$ cat src/rtl/sdhc_reg_pkg.sv
// Shared constants for the SD host DMA register bank: byte offsets, register bit
// indices, the transfer FSM state type and the byte-lane merge helper.
package sdhc_reg_pkg;

  localparam logic [7:0] BLK_OFS  = 8'h04;
  localparam logic [7:0] TM_OFS   = 8'h0C;
  localparam logic [7:0] PS_OFS   = 8'h24;
  localparam logic [7:0] BGC_OFS  = 8'h28;
  localparam logic [7:0] SRST_OFS = 8'h2C;

  localparam int TM_BCE_BIT         = 1;
  localparam int TM_DIR_BIT         = 4;
  localparam int TM_MULTI_BIT       = 5;
  localparam int PS_CMD_INH_DAT_BIT = 1;
  localparam int PS_WR_ACT_BIT      = 8;
  localparam int PS_RD_ACT_BIT      = 9;
  localparam int BGC_STOP_BIT       = 0;
  localparam int BGC_CONT_BIT       = 1;
  localparam int CMD_DPS_BIT        = 21;  // Data Present Select, bus data bit
  localparam int SRST_DAT_BIT       = 26;  // Software Reset For DAT, bus data bit

  typedef enum logic [1:0] {
    XFER_IDLE     = 2'd0,
    XFER_ACTIVE   = 2'd1,
    XFER_GAP_STOP = 2'd2
  } xfer_state_e;

  function automatic logic [15:0] merge16(input logic [15:0] old_val,
                                          input logic [15:0] new_val,
                                          input logic [1:0]  be);
    merge16 = {(be[1] ? new_val[15:8] : old_val[15:8]),
               (be[0] ? new_val[7:0]  : old_val[7:0])};
  endfunction

endpackage

$ cat src/rtl/sdhc_xfer_fsm.sv
// Transfer sequencer: IDLE/ACTIVE/GAP_STOP, block counter, Present State
// transfer bits and the completion / block-gap pulses.
module sdhc_xfer_fsm
  import sdhc_reg_pkg::*;
(
  input  logic        clk,
  input  logic        reset,
  input  logic        start,
  input  logic        tm_bce,
  input  logic        tm_multi,
  input  logic        tm_dir,
  input  logic        bc_load,
  input  logic [15:0] bc_load_val,
  input  logic        block_done,
  input  logic        bgc_stop,
  input  logic        cont_req,
  input  logic        dat_reset,
  output xfer_state_e state,
  output logic [15:0] block_count,
  output logic [31:0] present_state,
  output logic        dma_run,
  output logic        xfer_complete,
  output logic        block_gap_event
);

  xfer_state_e state_r, state_n;
  logic [15:0] cnt_r, cnt_n;
  logic [31:0] ps_r, ps_n;
  logic        dir_r, dir_n;
  logic        dma_run_r;
  logic        xc_r, xc_n;
  logic        bge_r, bge_n;
  logic        dec_s, last_s;

  assign dec_s  = tm_bce && tm_multi && (cnt_r != 16'd0);
  assign last_s = !tm_multi || (dec_s && (cnt_r == 16'd1));

  // Next-state, counter and Present State sequencing
  always_comb begin
    state_n = state_r;
    cnt_n   = cnt_r;
    ps_n    = ps_r;
    dir_n   = dir_r;
    xc_n    = 1'b0;
    bge_n   = 1'b0;
    if (dat_reset) begin
      state_n = XFER_IDLE;
      cnt_n   = 16'd0;
      ps_n    = 32'd0;
    end else begin
      case (state_r)
        XFER_IDLE: begin
          if (start && tm_bce && tm_multi && (cnt_r == 16'd0)) begin
            xc_n = 1'b1;
          end else if (start) begin
            state_n                  = XFER_ACTIVE;
            dir_n                    = tm_dir;
            ps_n                     = 32'd0;
            ps_n[PS_RD_ACT_BIT]      = tm_dir;
            ps_n[PS_WR_ACT_BIT]      = !tm_dir;
            ps_n[PS_CMD_INH_DAT_BIT] = 1'b1;
          end else if (bc_load) begin
            cnt_n = bc_load_val;
          end else begin
            cnt_n = cnt_r;
          end
        end
        XFER_ACTIVE: begin
          if (block_done) begin
            if (dec_s) begin
              cnt_n = cnt_r - 16'd1;
            end else begin
              cnt_n = cnt_r;
            end
            if (last_s) begin
              state_n = XFER_IDLE;
              ps_n    = 32'd0;
              xc_n    = 1'b1;
            end else if (bgc_stop) begin
              // Command Inhibit DAT stays set while parked at the gap
              state_n             = XFER_GAP_STOP;
              ps_n[PS_RD_ACT_BIT] = 1'b0;
              ps_n[PS_WR_ACT_BIT] = 1'b0;
              bge_n               = 1'b1;
            end else begin
              state_n = XFER_ACTIVE;
            end
          end else begin
            state_n = XFER_ACTIVE;
          end
        end
        XFER_GAP_STOP: begin
          if (cont_req && !block_done) begin
            state_n             = XFER_ACTIVE;
            ps_n[PS_RD_ACT_BIT] = dir_r;
            ps_n[PS_WR_ACT_BIT] = !dir_r;
          end else begin
            state_n = XFER_GAP_STOP;
          end
        end
        default: begin
          state_n = XFER_IDLE;
          ps_n    = 32'd0;
        end
      endcase
    end
  end

  // State and output registers
  always_ff @(posedge clk) begin
    if (reset) begin
      state_r   <= XFER_IDLE;
      cnt_r     <= 16'd0;
      ps_r      <= 32'd0;
      dir_r     <= 1'b0;
      dma_run_r <= 1'b0;
      xc_r      <= 1'b0;
      bge_r     <= 1'b0;
    end else begin
      state_r   <= state_n;
      cnt_r     <= cnt_n;
      ps_r      <= ps_n;
      dir_r     <= dir_n;
      dma_run_r <= (state_n == XFER_ACTIVE);
      xc_r      <= xc_n;
      bge_r     <= bge_n;
    end
  end

  assign state           = state_r;
  assign block_count     = cnt_r;
  assign present_state   = ps_r;
  assign dma_run         = dma_run_r;
  assign xfer_complete   = xc_r;
  assign block_gap_event = bge_r;

endmodule

$ cat src/rtl/sdhc_dma_reg_bank.sv
// SD host DMA register bank: bus decode, register storage and read mux.
// Optional Software Reset register enabled by defining SDHC_DAT_RESET_EN.
module sdhc_dma_reg_bank
  import sdhc_reg_pkg::*;
(
  input  logic        CLK,
  input  logic        RESET,
  input  logic        Wr_En,
  input  logic        Rd_En,
  input  logic [7:0]  Addr,
  input  logic [31:0] Wr_Data,
  input  logic [3:0]  Byte_En,
  output logic [31:0] Rd_Data,
  input  logic        Block_Done,
  output logic [15:0] Transfer_Mode_Register,
  output logic [15:0] Block_Count_Register,
  output logic [31:0] Present_State_Register,
  output logic [7:0]  Block_Gap_Control_Register,
  output logic        Dma_Run,
  output logic        Xfer_Complete,
  output logic        Block_Gap_Event
);

  logic [15:0] tm_r, bs_r;
  logic [7:0]  bgc_r;
  logic [31:0] rd_data_r, rd_mux_s, ps_s, srst_word_s;
  logic [15:0] tm_eff_s, bc_s;
  logic [7:0]  wa_s;
  logic        addr_unused_s;
  logic        wr_tm_s, wr_blk_s, wr_bgc_s, idle_s;
  logic        start_s, bc_load_s, cont_req_s, dat_reset_s;
  xfer_state_e state_s;

  assign addr_unused_s = ^Addr[1:0];
  assign wa_s          = {Addr[7:2], 2'b00};
  assign idle_s        = (state_s == XFER_IDLE);
  assign wr_tm_s       = Wr_En && (wa_s == TM_OFS);
  assign wr_blk_s      = Wr_En && (wa_s == BLK_OFS);
  assign wr_bgc_s      = Wr_En && (wa_s == BGC_OFS) && Byte_En[2];

  // A start that also writes Transfer Mode lanes uses the freshly written mode
  assign tm_eff_s   = (wr_tm_s && idle_s) ? merge16(tm_r, Wr_Data[15:0], Byte_En[1:0]) : tm_r;
  assign start_s    = wr_tm_s && Byte_En[3] && Wr_Data[CMD_DPS_BIT];
  assign bc_load_s  = wr_blk_s && (Byte_En[3] || Byte_En[2]);
  assign cont_req_s = wr_bgc_s && Wr_Data[16 + BGC_CONT_BIT] && !Wr_Data[16 + BGC_STOP_BIT];

`ifdef SDHC_DAT_RESET_EN
  logic srst_dat_r;
  logic wr_srst_s;

  assign wr_srst_s   = Wr_En && (wa_s == SRST_OFS) && Byte_En[3];
  assign dat_reset_s = wr_srst_s && Wr_Data[SRST_DAT_BIT];
  assign srst_word_s = {5'd0, srst_dat_r, 26'd0};

  // Software Reset For DAT is visible for one cycle, then self-clears
  always_ff @(posedge CLK) begin
    if (RESET) begin
      srst_dat_r <= 1'b0;
    end else begin
      srst_dat_r <= dat_reset_s;
    end
  end
`else
  assign dat_reset_s = 1'b0;
  assign srst_word_s = 32'd0;
`endif

  sdhc_xfer_fsm u_xfer_fsm (
    .clk             (CLK),
    .reset           (RESET),
    .start           (start_s),
    .tm_bce          (tm_eff_s[TM_BCE_BIT]),
    .tm_multi        (tm_eff_s[TM_MULTI_BIT]),
    .tm_dir          (tm_eff_s[TM_DIR_BIT]),
    .bc_load         (bc_load_s),
    .bc_load_val     (merge16(bc_s, Wr_Data[31:16], Byte_En[3:2])),
    .block_done      (Block_Done),
    .bgc_stop        (bgc_r[BGC_STOP_BIT]),
    .cont_req        (cont_req_s),
    .dat_reset       (dat_reset_s),
    .state           (state_s),
    .block_count     (bc_s),
    .present_state   (ps_s),
    .dma_run         (Dma_Run),
    .xfer_complete   (Xfer_Complete),
    .block_gap_event (Block_Gap_Event)
  );

  // Read mux over the pre-write register state
  always_comb begin
    rd_mux_s = 32'd0;
    case (wa_s)
      BLK_OFS:  rd_mux_s = {bc_s, bs_r};
      TM_OFS:   rd_mux_s = {16'd0, tm_r};
      PS_OFS:   rd_mux_s = ps_s;
      BGC_OFS:  rd_mux_s = {8'd0, bgc_r, 16'd0};
      SRST_OFS: rd_mux_s = srst_word_s;
      default:  rd_mux_s = 32'd0;
    endcase
  end

  // Register storage and registered read data
  always_ff @(posedge CLK) begin
    if (RESET) begin
      tm_r      <= 16'd0;
      bs_r      <= 16'd0;
      bgc_r     <= 8'd0;
      rd_data_r <= 32'd0;
    end else begin
      tm_r <= tm_eff_s;
      if (wr_blk_s) begin
        bs_r <= merge16(bs_r, Wr_Data[15:0], Byte_En[1:0]);
      end
      if (dat_reset_s) begin
        bgc_r <= 8'd0;
      end else if (wr_bgc_s) begin
        bgc_r <= Wr_Data[23:16];
      end else begin
        bgc_r[BGC_CONT_BIT] <= 1'b0;
      end
      if (Rd_En) begin
        rd_data_r <= rd_mux_s;
      end
    end
  end

  assign Rd_Data                    = rd_data_r;
  assign Transfer_Mode_Register     = tm_r;
  assign Block_Count_Register       = bc_s;
  assign Present_State_Register     = ps_s;
  assign Block_Gap_Control_Register = bgc_r;

endmodule

$ cat config.mk
export PLATFORM = sky130hd
export DESIGN_NAME = sdhc_dma_reg_bank
export DESIGN_NICKNAME = d
export VERILOG_FILES = /design/src/rtl/sdhc_reg_pkg.sv /design/src/rtl/sdhc_xfer_fsm.sv /design/src/rtl/sdhc_dma_reg_bank.sv
export SDC_FILE = /design/constraint.sdc
export NUM_CORES = 1
export LEC_CHECK = 0
export CORE_MARGIN = 8
export CORE_UTILIZATION = 43
export CTS_BUF_LIST = sky130_fd_sc_hd__clkbuf_8
export DETAILED_ROUTE_END_ITERATION = 7
export GPL_TIMING_DRIVEN = 1
export PLACE_DENSITY = 0.87
export SYNTH_ARGS = -nofsm -noshare
export SYNTH_HDL_FRONTEND = slang
export SYNTH_SLANG_ARGS = --single-unit
$ cat constraint.sdc
create_clock -name CLK -period 2.6 [get_ports CLK]
set_input_delay 0.52 -clock CLK [delete_from_list [all_inputs] [get_ports CLK]]
set_output_delay 0.52 -clock CLK [all_outputs]
set_load 0.01 [all_outputs]
==> out/summary.txt <==
status: completed
crit path from: Addr[7]
min cycle time layout: 2.55 ns
total die area: 14600 um^2
vias per cell: 5.51
hold crit path type: register to register
worst path arrival time: 2.87 ns
GP Congestion: 0.892
clk buf depth: 2
CP max-delay cell: or4b_1
Slew HR: 56.2%
core area: 10800 um^2
critical path's largest stage delay: 0.45 ns
total CTS buffers: 9
CTS sink count: 97
Fin Setup TNS: 0 ns
RSZ-0062 raised after global routing: yes
die height: 121 um
Cell Count, Final, Fillers Out: 868
grt ovf: 0
adder-cell area share of the yosys netlist: 0.529%
PwrDens: 431 nW/um^2
combinational family with the most area after synthesis: simple AND/OR/NAND/NOR gates
Place WS: -0.582 ns
period utilization: 98.1%
IO Pins: 156
Worst Path Required: 2.92 ns
Filler cells: 913
Synth Area in Compound Gates: 17.8%
# Max-Cap Violations: 0
ys async rst share: 0%
# port buffers: 124
Clock Latency Late Sink: 0.38 ns
hold path start: bs_r[9]
initial antenna violation count: 0
area of the multi-input gates: 2600 um^2
# diodes: 0
Mean Syn Cell Area: 8.31 um^2
Max Fclk: 392 MHz
simple-gate share of the synthesized area: 23.1%
Fin Hold WS: 0.461 ns
TritonCTS clock tree: done
XOR/XNOR share of the synthesized area: 0%
hpwl dp: 11.4 mm
nets@finish: 775
flip-flop and latch area: 1940 um^2
R2R depth: 9
share of cells above drive strength 1: 15.5%
flop2flop setup slack: 0.21 ns
via count: 4786
pin count of the biggest net entering global routing: 68
EDFF count, synth: 0
Reg-to-Reg End: u_xfer_fsm.block_count[10]
CP Max Fanout: 3
max-slew violations: 0
post-synthesis register bit count: 97
Worst Hold Path EP: bs_r[9]
Internal Power: 0.00217 W
Critical Path Sink Type: register
final worst slack: 0.0483 ns
Logic pwr share: 8.1%
cells along the critical path: clkdlybuf4s50_1 > or3_4 > nor4_4 > buf_4 > mux2_4 > mux2i_2 > or4b_1 > nand2_1
Row Count: 38
clock network fraction of design power: 39.8%
root buf cell: clkbuf_8
worst vdd ir: 328 uV
P&R area growth vs syn: 39.8%
initial drt markers: 508
Die Wd: 121 um
vias in the first global route: 4860
LEAKAGE: 2.47 nW
critical setup path kind: input pin to register
GRT Overall Usage: 20.5%
Worst Skew: 0.0127 ns
most frequently used flop master after synthesis: dfxtp_1
Seq/Total Area, Yosys: 41.0%
Placed Cells: 850
proportion of power drawn by flip-flops and latches: 52.1%
commonest cells after routing, fill and taps aside: clkdlybuf4s50_1, dfxtp_1, nor2_1
family with the most delay on the worst path: simple AND/OR/NAND/NOR gates
switching share of power: 24.1%
mux share of post-synthesis cell area: 9.28%
post-route ant nets: 0
final count of negative-setup-slack endpoints: 0
worst slew pin tran: 0.657 ns
CP bufs+invs: 2
clk slew on worst S/H paths: 0.10 ns
Post-Syn Area: 4730 um^2
first-pass GRT wire length: 24.3 mm
Hold Crit Depth: 2
CP Launch Type: input pin
Psw: 0.000687 W
Yosys Warn Count: 0
Initial Utilization: 43.9%
Routed WL: 15.3 mm
DRC viols: 0
H-tree depth: 3
Reg-to-Reg Start: u_xfer_fsm.block_count[0]
post-layout util: 61.3%
Syn Inst Count: 570
wire per inst: 17.7 um
Netlist cell types: 57
endpoints failing hold: 0
drt pass-1 iters: 5
commonest non-fill, non-tap cell in the layout: clkdlybuf4s50_1
repair_timing:
item | in CTS | in global routing
cloned | 1 | 0
hold buffers | 0 | 0
setup endpoints to repair | 15 | 29
pin swaps | 3 | 5
setup buffers | 2 | 0
resized for setup | 12 | 16
synthesized netlist by cell type, types with 3 or more instances:
library cell	number	share of area [%]
a21o_1	3	0.48
a21oi_1	65	6.9
a22oi_1	25	4.0
and3_1	5	0.66
buf_2	3	0.32
buf_4	30	4.8
clkbuf_1	28	2.2
dfxtp_1	97	41
inv_1	4	0.32
mux2_2	15	3.6
mux2i_1	27	5.7
nand2_1	58	4.6
nand2b_1	6	0.79
nand3_1	14	1.5
nand4_1	5	0.66
nor2_1	81	6.4
nor2b_1	12	1.6
nor3_1	11	1.2
nor4_1	4	0.53
o21ai_0	16	1.7
o22ai_1	3	0.40
o31ai_1	4	0.63
o32ai_1	4	0.74
or2_2	6	0.79
or3_1	4	0.53
through the flow:
step                      instance area, um^2  power, W
after floorplan                          4840   0.00165
after global placement                   6270   0.00174
after detailed placement                 6270   0.00174
after CTS                                6570   0.00285
after global routing                     6620   0.00294
final                                    6620   0.00285
flip-flops by register name, indices dropped and copies added (netlist names):
name	count
Block_Gap_Control_Register	8
bs_r	16
u_xfer_fsm.dma_run	1
Rd_Data	32
u_xfer_fsm.block_gap_event	1
u_xfer_fsm.present_state	3
u_xfer_fsm.block_count	16
u_xfer_fsm.state	2
u_xfer_fsm.dir_r	1
Transfer_Mode_Register	16
u_xfer_fsm.xfer_complete	1
area by class of cell:
class                   instances  area share, %
clock buffers                  10           2.08
well taps                     140           2.65
clock inverters                 5           1.34
inverters                       4          0.227
flip-flops and latches         97           29.3
multi-input cells             433           39.3
repair buffers                179           25.1
cells by family (layout without fill, tap and decap cells):
logic type                 count (synthesis)  count (layout)
muxes                                     42              42
AOI/OAI and AO/OA                        135             135
and+or+nand+nor                          225             225
other                                      1              29
adders and majority gates                  2               2
DFF                                       97              97
buffers and inverters                     68             198
worst register-to-register path, cell delays in order (launching register included):
cell and delay, ns:
dfxtp_1 0.48, inv_1 0.08, ha_1 0.35, and4_1 0.27, a211oi_2 0.44, o22ai_4 0.15, buf_6 0.15, buf_4 0.14
a21oi_2 0.12, o32ai_2 0.09
worst max-delay path by stage:
stage               depth (start not counted)                     endpoint
floorplan                                   8  u_xfer_fsm.present_state[8]
global placement                            9   u_xfer_fsm.block_count[14]
detailed placement                          9   u_xfer_fsm.block_count[13]
CTS                                         9   u_xfer_fsm.block_count[13]
global route                                8  u_xfer_fsm.present_state[8]
finish                                      8  u_xfer_fsm.present_state[8]
routing by layer:
metal  GRT usage [%]  vias up  part of all wire, %
li1                -     2256                    -
met1            23.0     2256                   39
met2            34.4      231                   49
met3            6.38       43                  9.2
met4            10.2        0                  3.5
met5               0        -                    0
power by group through the flow:
stage / sequential, W / combinational [W] / clock (W)
after global routing: 0.00149 / 0.000247 / 0.00121
after global placement: 0.00152 / 0.000219 / 0
final: 0.00149 / 0.000232 / 0.00113
after floorplan: 0.00152 / 0.000128 / 0
after CTS: 0.00149 / 0.000226 / 0.00114
after detailed placement: 0.00152 / 0.000221 / 0
No activity file was read; power rests on OpenSTA's default activity.
